**src/rtl/hazard_scoreboard.sv**
```systemverilog
// Hazard detection and forwarding control for the 5-stage pipeline, extended with
// branch-in-decode stalls, a single-entry multiply/divide scoreboard and a stall counter.
module hazard_scoreboard #(
    parameter int REG_W  = 5,
    parameter int MD_LAT = 4,
    parameter int CNT_W  = 16
) (
    input  logic             clk,
    input  logic             rst_n,
    input  logic             BranchD,
    input  logic [REG_W-1:0] RsD,
    input  logic [REG_W-1:0] RtD,
    input  logic [REG_W-1:0] RsE,
    input  logic [REG_W-1:0] RtE,
    input  logic [REG_W-1:0] WriteRegE,
    input  logic [REG_W-1:0] WriteRegM,
    input  logic [REG_W-1:0] WriteRegW,
    input  logic             RegWriteE,
    input  logic             RegWriteM,
    input  logic             RegWriteW,
    input  logic             MemtoRegE,
    input  logic             MemtoRegM,
    input  logic             MdOpD,
    input  logic             MdStartE,
    input  logic [REG_W-1:0] MdDestE,
    input  logic             StallClr,
    output logic             StallF,
    output logic             StallD,
    output logic             FlushE,
    output logic             ForwardAD,
    output logic             ForwardBD,
    output logic [1:0]       ForwardAE,
    output logic [1:0]       ForwardBE,
    output logic             MdBusy,
    output logic             MdWriteW,
    output logic [REG_W-1:0] MdWriteReg,
    output logic             MdOverlap,
    output logic [CNT_W-1:0] StallCount
);

    localparam int                MDC_W   = $clog2(MD_LAT + 1);
    localparam logic [MDC_W-1:0]  MD_LOAD = MDC_W'(MD_LAT);
    localparam logic [MDC_W-1:0]  MD_ONE  = MDC_W'(1);

    logic [MDC_W-1:0] mdCnt;
    logic [REG_W-1:0] mdDest;
    logic             lwStall;
    logic             branchStall;
    logic             mdStall;
    logic             stallAny;

    function automatic logic hitD(input logic [REG_W-1:0] r,
                                  input logic [REG_W-1:0] rs,
                                  input logic [REG_W-1:0] rt);
        return (r != '0) && ((r == rs) || (r == rt));
    endfunction

    // M-stage result is newer than W, so it wins when both match.
    function automatic logic [1:0] fwdSel(input logic [REG_W-1:0] src);
        if (RegWriteM && (WriteRegM != '0) && (src == WriteRegM))
            return 2'b10;
        else if (RegWriteW && (WriteRegW != '0) && (src == WriteRegW))
            return 2'b01;
        else
            return 2'b00;
    endfunction

    function automatic logic [CNT_W-1:0] satInc(input logic [CNT_W-1:0] c);
        return (&c) ? c : c + CNT_W'(1);
    endfunction

    always_comb begin
        ForwardAE = fwdSel(RsE);
        ForwardBE = fwdSel(RtE);
        ForwardAD = RegWriteM && (RsD != '0) && (RsD == WriteRegM);
        ForwardBD = RegWriteM && (RtD != '0) && (RtD == WriteRegM);
    end

    assign MdBusy     = (mdCnt != '0);
    assign MdWriteW   = (mdCnt == MD_ONE);
    assign MdWriteReg = MdWriteW ? mdDest : '0;

    // At mdCnt == 1 the register file write-first bypass covers the dependency.
    always_comb begin
        lwStall     = MemtoRegE && RegWriteE && hitD(WriteRegE, RsD, RtD);
        branchStall = BranchD && ((RegWriteE && hitD(WriteRegE, RsD, RtD)) ||
                                  (MemtoRegM && hitD(WriteRegM, RsD, RtD)));
        mdStall     = (MdOpD && (MdBusy || MdStartE)) ||
                      (MdStartE && hitD(MdDestE, RsD, RtD)) ||
                      ((mdCnt > MD_ONE) && hitD(mdDest, RsD, RtD));
        stallAny    = lwStall || branchStall || mdStall;
    end

    assign StallF = stallAny;
    assign StallD = stallAny;
    assign FlushE = stallAny;

    // A new issue is accepted only when idle; an issue while busy is dropped and flagged.
    always_ff @(posedge clk or negedge rst_n) begin
        if (!rst_n) begin
            mdCnt     <= '0;
            mdDest    <= '0;
            MdOverlap <= 1'b0;
        end else begin
            if (MdStartE && (mdCnt == '0)) begin
                mdCnt  <= MD_LOAD;
                mdDest <= MdDestE;
            end else if (mdCnt != '0) begin
                mdCnt <= mdCnt - MD_ONE;
            end
            if (MdStartE && (mdCnt != '0))
                MdOverlap <= 1'b1;
        end
    end

    always_ff @(posedge clk or negedge rst_n) begin
        if (!rst_n)
            StallCount <= '0;
        else if (StallClr)
            StallCount <= '0;
        else if (StallD)
            StallCount <= satInc(StallCount);
    end

endmodule

```
**config.mk**
```make
export PLATFORM = sky130hd
export DESIGN_NAME = hazard_scoreboard
export DESIGN_NICKNAME = d
export VERILOG_FILES = /design/src/rtl/hazard_scoreboard.sv
export SDC_FILE = /design/constraint.sdc
export NUM_CORES = 1
export LEC_CHECK = 0
export ABC_CLOCK_PERIOD_IN_PS = 2500
export BUFFER_PORTS_ARGS = -buffer_cell sky130_fd_sc_hd__buf_4
export CAP_MARGIN = 20
export CORE_MARGIN = 5
export CORE_UTILIZATION = 50
export CTS_CLUSTER_DIAMETER = 30
export CTS_CLUSTER_SIZE = 30
export DETAILED_ROUTE_END_ITERATION = 16
export PLACE_DENSITY = 0.86
export SYNTH_ARGS = -nofsm -noshare
export SYNTH_HDL_FRONTEND = slang
export SYNTH_SLANG_ARGS = --single-unit
```
**constraint.sdc**
```tcl
create_clock -name clk -period 2.5 [get_ports clk]
set_clock_uncertainty 0.15 [all_clocks]
set_input_delay 0.5 -clock clk [delete_from_list [all_inputs] [get_ports clk]]
set_output_delay 0.5 -clock clk [all_outputs]
set_load 0.05 [all_outputs]
```
[Word-level counts from Yosys, hierarchy flattened]
Index checks and enable logic that the tools add are counted.
Widths: inputs -> output; s select.
Cells by class
  eq/ne operators: 16
  muxes and demuxes: 10
  add/subtract/negate cells: 2
  reduce and logical (&&, ||, !) cells: 47
  $lt $le $gt $ge: 1
Operator list (count)
  $eq 5x5->1: 14
  $mux 16: 3
  $reduce_bool 5->1: 7
  $logic_and 1x1->1: 24
  $add 16x1->16 const B: 1
  $reduce_and 16->1: 1
  $logic_or 1x1->1: 10
  $mux 3: 2
  $mux 5: 1
  $mux 2: 2
  $reduce_bool 2->1: 2
  $eq 3x1->1 const B: 1
  $gt 3x1->1 const B: 1
  $logic_not 3->1: 1
  $reduce_bool 3->1: 1
  $sub 3x1->3 const B: 1
  $mux 1: 2
  $ne 2x2->1 const B: 1
  $reduce_and 2->1: 1
Word-level totals
  output and inout bits: 33
  input bits: 51
  flip-flop bits (word level): 25

[Depth between registers and ports, before layout]
  word-level depth: 10
  mapped depth: 10
  mapped depth without buffers: 9

[Least setup slack after synthesis]
Ideal clock, no wire load.
  kind: input-to-output
  from: input WriteRegM[2]
  to: output ForwardAE[0]
  arrival time: 3.325 ns
  setup slack: -1.475 ns
  cell stages on the path: 6
  required time: 1.850 ns
  buffers on the path: 1
  path through: clkbuf_1 nor3_1 nand2_1 nand2_1 nor4_1 nor4_1
On the way
  word-level cells in the longest chain between the ends: 4
  elaborated cells on any way between the ends: 5
  those cells by class: eq/ne: 1; mux: 1; reduce/logical: 3
RTL lines
  from (decl): RTL line 16  | input logic [REG_W-1:0] WriteRegM,
  $reduce_bool 5->1: RTL line 60  | if (RegWriteM && (WriteRegM != '0) && (src == WriteRegM))
  $logic_and 1x1->1: RTL line 60
  $logic_and 1x1->1 *: RTL line 60
  $mux 2 *: RTL line 60
  to (decl): RTL line 32  | output logic [1:0] ForwardAE,
Every way passes the cells marked *; elsewhere a longest branch is shown, timed or not.

[Worst setup path in the final report]
  from: input WriteRegE[0]
  to: output StallF
On the way
  word-level cells in the longest chain between the ends: 8
  elaborated cells on any way between the ends: 11
  those cells by class: eq/ne: 2; reduce/logical: 9
RTL lines
  from (decl): RTL line 15  | input logic [REG_W-1:0] WriteRegE,
  $eq 5x5->1: RTL line 55  | return (r != '0) && ((r == rs) || (r == rt));
  $logic_or 1x1->1: RTL line 55
  $logic_and 1x1->1 *: RTL line 55
  $logic_and 1x1->1: RTL line 86  | branchStall = BranchD && ((RegWriteE && hitD(WriteRegE, RsD, RtD)) ||
  $logic_or 1x1->1: RTL line 86
  $logic_and 1x1->1: RTL line 86
  $logic_or 1x1->1 * (2 in series): RTL line 91  | stallAny = lwStall || branchStall || mdStall;
  to (decl): RTL line 27  | output logic StallF,
Marks and branches as above.

==> metrics.txt <==
Synth Register Bits=25; Seq/Total Area, Yosys=0.269; failing checks=negative setup slack; Core Footprint=0.00444 mm²; CP Max Fanout=3; largest net degree at the start of global routing=26; min cycle time layout=2.65 ns; Post-DP Area=0.00317 mm²; VDD IR max=0.000569 V; Tot GR Track Use=0.228; Max Cap Viol=0; Overall Power=2010 µW; synthesized area per cell=about 8.9 µm²; Setup TNS=-0.459 ns; Post-Route WL=7.04 mm; Netlist Area Pre-Place=0.00233 mm²; crit-path cells=buf_4 > or4_1 > o21ai_2 > nor3b_2 > o22ai_2 > and2_4 > inv_4 > buf_8; CTS HTree Levels=1; Final WS setup=-0.154 ns; router iterations before antenna repair=4; post-route non-filler standard cell count=412; period utilization=1.06; RR Startpoint=StallCount[7]; clock transition at the registers of the reported paths=about 0.090 ns; EDFF count, synth=0; Register-to-Register Path Depth=9; CP Launch Point=WriteRegE[0]; IO Pins=84; CP Capture Type=primary output; initial antenna violation count=0; total CTS buffers=3; WHS Path Cells=1; Max Clock Freq=377 MHz; area leader, netlist=dfrtp_1; ANT nets after route=0; Setup violations, final=3; IO Port Bufs=83; global-route wire length before repair=between 10 and 15 mm; status=complete, but fails checks; Syn-to-layout area delta=43.8%; fin nets=416; fraction of layout cells with a size suffix above 1=0.475; DR DRC count=0; placed cell count=402; Max-slew headroom=0.788; final hold viol count=0; Synth Flop Type=dfrtp_1; Slew Viols, Final=0; pre-CTS setup slack=-0.183 ns; via count=2293; asr flop ratio synth=1.00; # rows=24; multi-input logic area=0.00167 mm²; crit path DAT=2.00 ns; net count after synthesis=approximately 320; critical path class=in2out; CP max stage cell=or4_1; drt via density=roughly 5.6; Root Driver=clkbuf_8; Clock Sinks=25; DRT iter0 DRCs=154; width of the die=between 70 and 80 µm; top-count cell post-synth=xor2_1; power per cell area=roughly 600 mW/mm²; post-DP HPWL=around 5.3 mm; Die Footprint=0.00612 mm²; synth warn=0; Avg WL per Cell=17.1 µm; Syn Inst Count=262; Critical Path RT=1.85 ns; CP endpoint=StallF; post-synth top area share=0.269; fillers=297; reg-to-reg endpoint=StallCount[10]; Max clock buf depth=2; CTS tree=yes; max incr delay on CP=0.53 ns; worst hold-check path type=reg2reg; Worst Tran Pin Value=0.313 ns; Post-synth top cells=xor2_1, dfrtp_1, xnor2_1, nor2_1, nand3_1; GP Congestion=roughly 0.8; largest cells by area after synthesis=dfrtp_1, xor2_1, xnor2_1; R2R setup slack=0.06 ns; Pleak=roughly 0.0015 µW; Reg area=633 µm²; GRT Residual Overflow=0; RSZ-0062 raised after global routing=true; worst skew pair latency=about 0.28 ns; Initial Util=0.524; n_diodes=0; critical path startpoint category=primary input; cell area after layout=0.00335 mm²; Die H=78.3 µm; Yosys cell types=50; number of global-route vias before repair=2368
==> cell families after synthesis <==
kind of cell | share of synthesized area
AND/OR/NAND/NOR | 0.256
adder cells (fa/ha/maj) | 0.0215
AO/OA/AOI/OAI | 0.104
XOR/XNOR | 0.229
flip-flops | 0.269
multiplexers | 0.0559
buffers and inverters | 0.0655
==> sequential cells by signal, indices dropped and copies added (netlist names) <==
register	flops
mdCnt	3
MdOverlap	1
mdDest	5
StallCount	16
==> critical path, delay by kind of cell <==
family	cells	cell delay [ns]
buf+inv	3	0.30
simple gates	3	0.79
compound gates	2	0.39
==> what timing repair did <==
item | 4_1_cts | 5_1_grt
gates resized for setup | 6 | 18
endpoints found under the hold margin | 25 | 0
pin swaps | 3 | 8
gates cloned | 0 | 0
hold buffers | 1 | 0
buffers inserted | 0 | 5
setup endpoints to repair | 3 | 9
==> stage by stage <==
stage               hold WS (ns)  utilization
finish                     0.322        0.754
global route               0.327        0.754
CTS                        0.325        0.729
detailed placement         0.274        0.712
global placement           0.272        0.712
floorplan                 0.0544            -
==> placed cells by master, fill, tap and decap left out, types with 7 or more instances in the layout <==
master and instances:
a21oi_1 8, buf_4 110, dfrtp_1 19, mux2_2 8
nand2_1 7, nand3_1 13, nor2_1 17, nor2b_1 7
o21ai_0 9, xnor2_1 21, xor2_1 37
==> metal layers <==
layer / vias up / part of all wire / GRT usage / routed length (µm)
met5: - / 0 / 0 / 0
met4: 0 / 0.020 / 0.0612 / 142
met3: 15 / 0.070 / 0.0446 / 494
met2: 100 / 0.49 / 0.397 / 3460
met1: 1082 / 0.42 / 0.288 / 2950
li1: 1096 / - / - / -
==> report_power, final <==
group	internal [µW]	total, µW	switching (µW)
combinational	542	1160	620
sequential	488	593	106
clock	113	253	140
total	1140	2010	865
==> worst min-delay path by stage <==
stage | startpoint | to | slack (ns)
floorplan | rst_n | MdOverlap | 0.05
global placement | rst_n | StallCount[0] | 0.27
detailed placement | rst_n | StallCount[0] | 0.27
CTS | MdDestE[1] | mdDest[1] | 0.33
global route | MdDestE[1] | mdDest[1] | 0.33
finish | MdOverlap | MdOverlap | 0.32
==> layout make-up <==
cell class | count | share of cell area
timing repair buffer | 116 | 0.272
sequential | 25 | 0.189
clock buffer | 3 | 0.0123
tap | 52 | 0.0194
inverter | 4 | 0.00523
clock inverter | 1 | 0.00224
multi-input combinational | 211 | 0.500
Note: power is estimated with default switching activity, not from simulation.
